**config.mk**
```make
export PLATFORM = sky130hd
export DESIGN_NAME = hs_rx_fifo_flat
export DESIGN_NICKNAME = d
export VERILOG_FILES = /design/src/rtl/hs_rx_fifo_if.sv /design/src/rtl/hs_rx_fifo.sv /design/src/flat_wrapper.sv
export SDC_FILE = /design/constraint.sdc
export NUM_CORES = 1
export LEC_CHECK = 0
export BUFFER_PORTS_ARGS = -buffer_cell sky130_fd_sc_hd__buf_2
export CAP_MARGIN = 10
export CORE_MARGIN = 2
export CORE_UTILIZATION = 54
export CTS_BUF_LIST = sky130_fd_sc_hd__clkbuf_16
export DETAILED_ROUTE_END_ITERATION = 10
export PLACE_DENSITY = 0.85
export SETUP_SLACK_MARGIN = 0.3
export SLEW_MARGIN = 25
export SYNTH_ARGS = -nofsm -noshare
export SYNTH_HDL_FRONTEND = slang
export SYNTH_SLANG_ARGS = --single-unit
```
**constraint.sdc**
```tcl
create_clock -name sys_clk -period 3.1 [get_ports sys_clk]
set_input_delay 0.31 -clock sys_clk [delete_from_list [all_inputs] [get_ports sys_clk]]
set_output_delay 0.31 -clock sys_clk [all_outputs]
set_load 0.02 [all_outputs]
```
**src/rtl/hs_rx_fifo_if.sv**
```systemverilog
// Handshake bundle for hs_rx_fifo: upstream valid/ready push side, downstream
// first-word-fall-through result side, plus occupancy and status observables.
interface hs_rx_fifo_if #(
  parameter int WIDTH = 3,
  parameter int DEPTH = 4
);
  localparam int LVL_W = $clog2(DEPTH) + 1;

  logic             valid;
  logic [WIDTH-1:0] data;
  logic             ready;
  logic             ready_in;
  logic [WIDTH-1:0] result;
  logic             result_valid;
  logic [LVL_W-1:0] level;
  logic [7:0]       rx_cnt;
  logic             proto_err;

  modport master (
    output valid, data, ready_in,
    input  ready, result, result_valid, level, rx_cnt, proto_err
  );

  modport slave (
    input  valid, data, ready_in,
    output ready, result, result_valid, level, rx_cnt, proto_err
  );
endinterface

```
**src/rtl/hs_rx_fifo.sv**
```systemverilog
// Receive FIFO with first-word fall-through output, accepted-transfer counter
// and a sticky monitor for upstream valid/data hold-rule violations.
module hs_rx_fifo #(
  parameter int WIDTH = 3,
  parameter int DEPTH = 4
) (
  input logic         sys_clk,
  input logic         sys_rst_n,
  hs_rx_fifo_if.slave bus
);
  localparam int AW = $clog2(DEPTH);
  localparam int LW = AW + 1;

  logic [WIDTH-1:0] mem [DEPTH];
  logic [AW-1:0]    wr_ptr;
  logic [AW-1:0]    rd_ptr;
  logic [LW-1:0]    level_q;
  logic [7:0]       rx_cnt_q;
  logic             proto_err_q;

  logic             vld_p1;
  logic             ready_p1;
  logic [WIDTH-1:0] data_p1;

  logic not_full;
  logic not_empty;
  logic push;
  logic pop;
  logic hold_violation;

  // DEPTH is a power of two, so dropping the carry wraps the pointer.
  function automatic logic [AW-1:0] ptr_inc(input logic [AW-1:0] ptr);
    return ptr + 1'b1;
  endfunction

  assign not_full  = (level_q < LW'(DEPTH));
  assign not_empty = (level_q != '0);

  // ready looks only at registered occupancy, never at ready_in.
  assign bus.ready = not_full && sys_rst_n;
  assign push      = bus.valid && bus.ready;
  assign pop       = not_empty && bus.ready_in;

  assign hold_violation = vld_p1 && !ready_p1 &&
                          (!bus.valid || (bus.data != data_p1));

  always_ff @(posedge sys_clk) begin
    if (!sys_rst_n) begin
      wr_ptr      <= '0;
      rd_ptr      <= '0;
      level_q     <= '0;
      rx_cnt_q    <= '0;
      proto_err_q <= 1'b0;
    end else begin
      if (push) begin
        wr_ptr   <= ptr_inc(wr_ptr);
        rx_cnt_q <= rx_cnt_q + 8'd1;
      end
      if (pop) begin
        rd_ptr <= ptr_inc(rd_ptr);
      end
      case ({push, pop})
        2'b10:   level_q <= level_q + 1'b1;
        2'b01:   level_q <= level_q - 1'b1;
        default: level_q <= level_q;
      endcase
      if (hold_violation) begin
        proto_err_q <= 1'b1;
      end
    end
  end

  // ---- stage p1: previous-cycle handshake snapshot for the hold check ----
  always_ff @(posedge sys_clk) begin
    if (!sys_rst_n) begin
      vld_p1   <= 1'b0;
      ready_p1 <= 1'b0;
      data_p1  <= '0;
    end else begin
      vld_p1   <= bus.valid;
      ready_p1 <= bus.ready;
      data_p1  <= bus.data;
    end
  end

  // Storage is not reset; push is already blocked while reset is low.
  always_ff @(posedge sys_clk) begin
    if (push) begin
      mem[wr_ptr] <= bus.data;
    end
  end

  assign bus.result       = not_empty ? mem[rd_ptr] : '0;
  assign bus.result_valid = not_empty;
  assign bus.level        = level_q;
  assign bus.rx_cnt       = rx_cnt_q;
  assign bus.proto_err    = proto_err_q;
endmodule

```
**src/flat_wrapper.sv**
```systemverilog
// flat-port wrapper written by rule: the top's interface ports become plain ports
module hs_rx_fifo_flat 
#(
  parameter int WIDTH = 3,
  parameter int DEPTH = 4
)
  (sys_clk, sys_rst_n, bus_valid, bus_data, bus_ready_in, bus_ready, bus_result, bus_result_valid, bus_level, bus_rx_cnt, bus_proto_err);
  hs_rx_fifo_if #(.WIDTH(WIDTH), .DEPTH(DEPTH)) bus_i ();
  input logic sys_clk;
  input logic sys_rst_n;
  input wire logic [$bits(bus_i.valid)-1:0] bus_valid;
  input wire logic [$bits(bus_i.data)-1:0] bus_data;
  input wire logic [$bits(bus_i.ready_in)-1:0] bus_ready_in;
  output wire logic [$bits(bus_i.ready)-1:0] bus_ready;
  output wire logic [$bits(bus_i.result)-1:0] bus_result;
  output wire logic [$bits(bus_i.result_valid)-1:0] bus_result_valid;
  output wire logic [$bits(bus_i.level)-1:0] bus_level;
  output wire logic [$bits(bus_i.rx_cnt)-1:0] bus_rx_cnt;
  output wire logic [$bits(bus_i.proto_err)-1:0] bus_proto_err;
  assign bus_i.valid = bus_valid;
  assign bus_i.data = bus_data;
  assign bus_i.ready_in = bus_ready_in;
  assign bus_ready = bus_i.ready;
  assign bus_result = bus_i.result;
  assign bus_result_valid = bus_i.result_valid;
  assign bus_level = bus_i.level;
  assign bus_rx_cnt = bus_i.rx_cnt;
  assign bus_proto_err = bus_i.proto_err;
  hs_rx_fifo #(.WIDTH(WIDTH), .DEPTH(DEPTH)) u_core (.sys_clk(sys_clk), .sys_rst_n(sys_rst_n), .bus(bus_i));
endmodule
```
* Word-level counts from Yosys, hierarchy flattened
Memories as Yosys holds them, arrays and structs flattened. A register that Yosys moved wholly into a read port is not among the register bits.
Cells that the tools add are included.
** Word-level totals
- Bits of input ports :: 7
- Logic and storage cells :: 34
- Memories :: 1
- Memory bits (writable) :: 12
- Register bits after elaboration :: 21
- Output and inout port bits :: 17
** Memory list
- u_core.mem :: depth 4, width 3, rd ports 1, clocked after memory_dff 1, write ports 1, line hs_rx_fifo.sv:14 : logic [WIDTH-1:0] mem [DEPTH];
** Operators by class
- Reductions and logical operators :: 10
- $lt $le $gt $ge :: 1
- Muxes and demuxes :: 6
- $add $sub $neg :: 5
- Eq/ne operators :: 3
** Operator list (count)
- adder 8 x 1 -> 8 bit, second input constant :: 1
- case mux 3 bit (2 select lines) :: 1
- logical AND 1 bit :: 5
- adder 2 x 1 -> 2 bit, second input constant :: 2
- two-way mux 2 bit :: 2
- adder 3 x 1 -> 3 bit, second input constant :: 1
- < comparator 3 bit, second input constant :: 1
- two-way mux 3 bit :: 1
- != test 3 bit :: 1
- nonzero test 3 bit :: 1
- subtractor 3 x 1 -> 3 bit, second input constant :: 1
- equality test 2 x 1 -> 1 bit, second input constant :: 1
- equality test 2 bit, second input constant :: 1
- logical NOT 1 bit :: 2
- two-way mux 1 bit :: 2
- nonzero test 2 bit :: 1
- logical OR 1 bit :: 1

* Longest topological paths before layout
- Word-level depth :: 5
- Depth in mapped cells :: 10
- Depth with buffers taken out :: 8

* Worst setup path before layout
Ideal clock, no wire load.
- Path kind :: register to register
- From :: register u_core.level_q[2] (netlist: u_core.bus.level[2])
- To :: register u_core.level_q[2] (netlist: u_core.bus.level[2])
- Setup slack :: 0.818 ns
- Arrival :: 2.212 ns
- Clock period less this slack :: 2.282 ns
- Buffers on the path :: 1
- Library setup time :: 0.070 ns
- Data required time :: 3.030 ns
- Cell stages (with the launch flop) :: 10
- Cells stage by stage :: dfxtp_1 -> and3b_2 -> clkbuf_1 -> inv_1 -> ha_1 -> inv_1 -> fa_1 -> xor2_1 -> or3_2 -> a21oi_1
** On the way
- Cells in the longest elaborated chain, start to end :: 5
- Elaborated cells on any way between the ends :: 11
- Classes of those cells :: add/sub: 2; order compare: 1; eq/ne: 2; mux: 1; reduce/logical: 5
** Ends and longest elaborated chain
- start, declared :: line hs_rx_fifo.sv:17 : logic [LW-1:0] level_q;
- start signal, assigned :: line hs_rx_fifo.sv:63 : 2'b10: level_q <= level_q + 1'b1;
- start signal, assigned :: line hs_rx_fifo.sv:64 : 2'b01: level_q <= level_q - 1'b1;
- start signal, assigned :: line hs_rx_fifo.sv:65 : default: level_q <= level_q;
- < comparator 3 bit :: line hs_rx_fifo.sv:36 : assign not_full = (level_q < LW'(DEPTH));
- logical AND 1 bit :: line hs_rx_fifo.sv:40 : assign bus.ready = not_full && sys_rst_n;
- logical AND 1 bit :: line hs_rx_fifo.sv:41 : assign push = bus.valid && bus.ready;
- equality test 2 x 1 -> 1 bit / equality test 2 bit (equally long branches) :: line hs_rx_fifo.sv:62 : case ({push, pop})
- case mux 3 bit (2 select lines) / nonzero test 2 bit (equally long branches)
Parallel ways exist; a longest one is shown, timed or not.
A chain may end at the register's enable or synchronous reset.

* Final worst setup path
- From :: register u_core.level_q[2] (netlist: u_core.bus.level[2])
- To :: register u_core.level_q[2] (netlist: u_core.bus.level[2])
** On the way
- Elaborated cells on any way between the ends :: 11
- Classes of those cells :: add/sub: 2; order compare: 1; eq/ne: 2; mux: 1; reduce/logical: 5
** RTL lines
- nonzero test 3 bit * :: line hs_rx_fifo.sv:37 : assign not_empty = (level_q != '0);
- logical AND 1 bit * :: line hs_rx_fifo.sv:42 : assign pop = not_empty && bus.ready_in;
- net u_core.pop :: line hs_rx_fifo.sv:28 : logic pop;
- equality test 2 x 1 -> 1 bit / equality test 2 bit (equally long branches) :: line hs_rx_fifo.sv:62
- case mux 3 bit (2 select lines) / nonzero test 2 bit (equally long branches)
The timed path passes the listed nets; every way through them passes the cells marked *.

==> out/qor.txt <==
run status = complete, no violations
core area = 2540 µm²
synthesized netlist cell count = 129
Synth Warn # = 0
H-tree depth = 2
vias = 1041
Finished Cell Area = 1760 µm²
Chip Height = 56.3 µm
Syn Area/Cell = 11.4 µm²
Wirelength per Cell = 14.8 µm
Main synth FF type = dfxtp_1
Critical Setup Path Class = reg2reg
slowest CP cell = nor3_1
synth cell count leaders = dfxtp_1 (23), edfxtp_1 (12), nor2_1 (11)
reg2reg start = u_core.bus.level[2]
worst relative slew slack = 52.2%
Crit path buffers/inverters = 1
Die W = 56.3 µm
Syn Std Cell Area = 1480 µm²
root buf cell = clkbuf_16
Hold Path Cell Cnt = 1
# Post-CTS Setup Buffers = 0
Period minus WS final = 2360 ps
Buffers on Ports = 23
first-pass GRT wire length = 4.91 mm
multi-input combinational cell area = 592 µm²
area occupied by registers = 821 µm²
# fillers = 184
clock skew = 5.34 ps
Worst Setup Start Kind = register
WP data required = 3300 ps
share of cells above drive strength 1 = 23.7%
RSZ-0062 raised after global routing = no
clock buffer count from CTS = 5
Sink Count = 35
Pwr per Cell Area = 823 nW/µm²
worst setup margin = 736 ps
VDD IR-drop max = 0.735 mV
most common cell in the netlist = dfxtp_1
Reg clk slew, reported paths = 50 ps
Clock Latency Late Sink = 280 ps
top-area cell type share of the netlist area = 31.2%
Routed Antenna Nets = 0
initial antenna violation count = 0
post-cts sizing count = 0
Area contributors post-synth = dfxtp_1 (31%), edfxtp_1 (24%), ha_1 (5.1%), mux4_2 (4.6%), and2_1 (3.4%)
final hold violation count = 0
total die area = 3170 µm²
Setup WS pre-CTS = 830 ps
CTS tree = built
largest net degree at the start of global routing = 17
Placed Area = 1600 µm²
Post-Syn Nets = 143
crit-path max FO = 10
hold worst-path end = u_core.mem[0][0]
1st-pass router iterations = 4
vias in the first global route = 1076
CP max stage delay = 590 ps
total power = 0.00145 W
Crit. End Element = register
Site Rows = 18
#FFs+latches synth = 35
hold crit path type = in2reg
All-Layer GR Usage = 20.6%
final wirelength = 2.76 mm
cell family with most CP delay = simple AND/OR/NAND/NOR gates
Post-synth EDFFs = 12
drt drc = 0
async set or reset register ratio after synthesis = 0%
Final setup viols = 0
global route total overflow = 0
max-slew violation count = 0
CTS Hold Bufs = 0
Antenna Cells = 0
clk buf depth = 2
hold wc startpoint = bus_data[0]
GPL Wtd Cong = 0.777
crit path DAT = 2560 ps
P&R area growth vs syn = 19.1%
largest area contributor in the netlist = dfxtp_1
via/cell ratio = 5.60
synth unique cells = 28
initial core utilization = 58.0%
initial drt markers = 68
Tcrit/Tclk final = 76.3%
Static Leak = 0.711 nW
Top Ports = 24
Fmax achieved = 423 MHz
WHS = 302 ps
Nets = 169
RR Endpoint = u_core.bus.level[2]
Fin Setup TNS = 0 ps
register area share after synthesis = 55.6%
Worst R2R Setup Slack = 740 ps
CP cell instances = nor3_1 > nor2_1 > ha_1 > inv_1 > fa_1 > xor2_1 > or3_2 > a21oi_1
detailed placer's ending HPWL = 1.90 mm
max_cap viols = 0
Worst Reg-to-Reg Cells = 8
Worst-Margin Slew = 711 ps
## report_power, final
group / leakage (nW) / switching [W] / total [W] / internal [W]
Combinational: 0.332 / 0.000207 / 0.000345 / 0.000138
Sequential: 0.297 / 0.0000517 / 0.000581 / 0.000530
Clock: 0.0821 / 0.000177 / 0.000519 / 0.000342
## placed cells by master, fill, tap and decap left out, drive strengths merged
cell | synthesis | final
nand2b | 1 | 1
nor3 | 1 | 1
o21ai | 5 | 5
clkinv | 0 | 1
nand2 | 6 | 6
nand4 | 4 | 4
mux4 | 3 | 3
nand4b | 1 | 1
o211ai | 1 | 1
ha | 6 | 6
a21oi | 8 | 8
or3 | 4 | 4
xnor2 | 4 | 4
o31ai | 4 | 4
a22o | 1 | 1
xor2 | 5 | 5
edfxtp | 12 | 12
clkbuf | 2 | 6
inv | 9 | 10
o311ai | 1 | 1
and2 | 8 | 8
nor2b | 3 | 3
or4 | 2 | 2
nor2 | 11 | 11
fa | 1 | 1
dfxtp | 23 | 23
and3b | 1 | 1
buf | 2 | 23
## worst max-delay path by stage
stage                     slack, ps                   to           startpoint  cells after the start
after floorplan                 820  u_core.bus.level[2]  u_core.bus.level[2]                      9
final                           740  u_core.bus.level[2]  u_core.bus.level[2]                      8
after detailed placement        830  u_core.bus.level[2]  u_core.bus.level[2]                      8
after CTS                       760  u_core.bus.level[2]  u_core.bus.level[2]                      8
after global placement          980  u_core.bus.level[2]            sys_rst_n                      9
after global routing            530  u_core.bus.level[2]  u_core.bus.level[2]                      8
## final cells by class
class,count,area share [%]
repair buffers,23,6.55
clock buffers,6,8.54
inverters,9,1.92
multi-input cells,81,33.7
clock inverters,2,0.498
well taps,30,2.14
flip-flops and latches,35,46.7
## metrics by stage
stage	std cells	utilization [%]
after floorplan	129	-
after global placement	178	62.8
after detailed placement	178	62.8
after CTS	186	69.1
after global routing	186	69.1
final	186	69.1
## cells by family after synthesis
| group | count (synthesis) | share of synthesized area, % |
|---|---|---|
| simple gates | 42 | 15.6 |
| flops | 35 | 55.6 |
| compound gates | 20 | 8.14 |
| buf+inv | 13 | 4.32 |
| xor+xnor | 9 | 5.34 |
| fa+ha+maj | 7 | 6.44 |
| mux | 3 | 4.58 |
## per-layer routing
metal | vias up | share of wire [%] | global-route usage (%)
li1 | 504 | - | -
met1 | 481 | 39 | 24.5
met2 | 50 | 51 | 33.6
met3 | 6 | 8.0 | 7.14
met4 | 0 | 1.9 | 9.18
met5 | - | 0 | 0
## flip-flops by register name, indices dropped and copies added (netlist names), 2 cells and up, named ones only
name / cells
u_core.wr_ptr: 2
u_core.rd_ptr: 2
u_core.data_p1: 3
u_core.bus.rx_cnt: 8
u_core.bus.level: 3
u_core.mem: 12
Note: power is estimated with default switching activity, not from simulation.
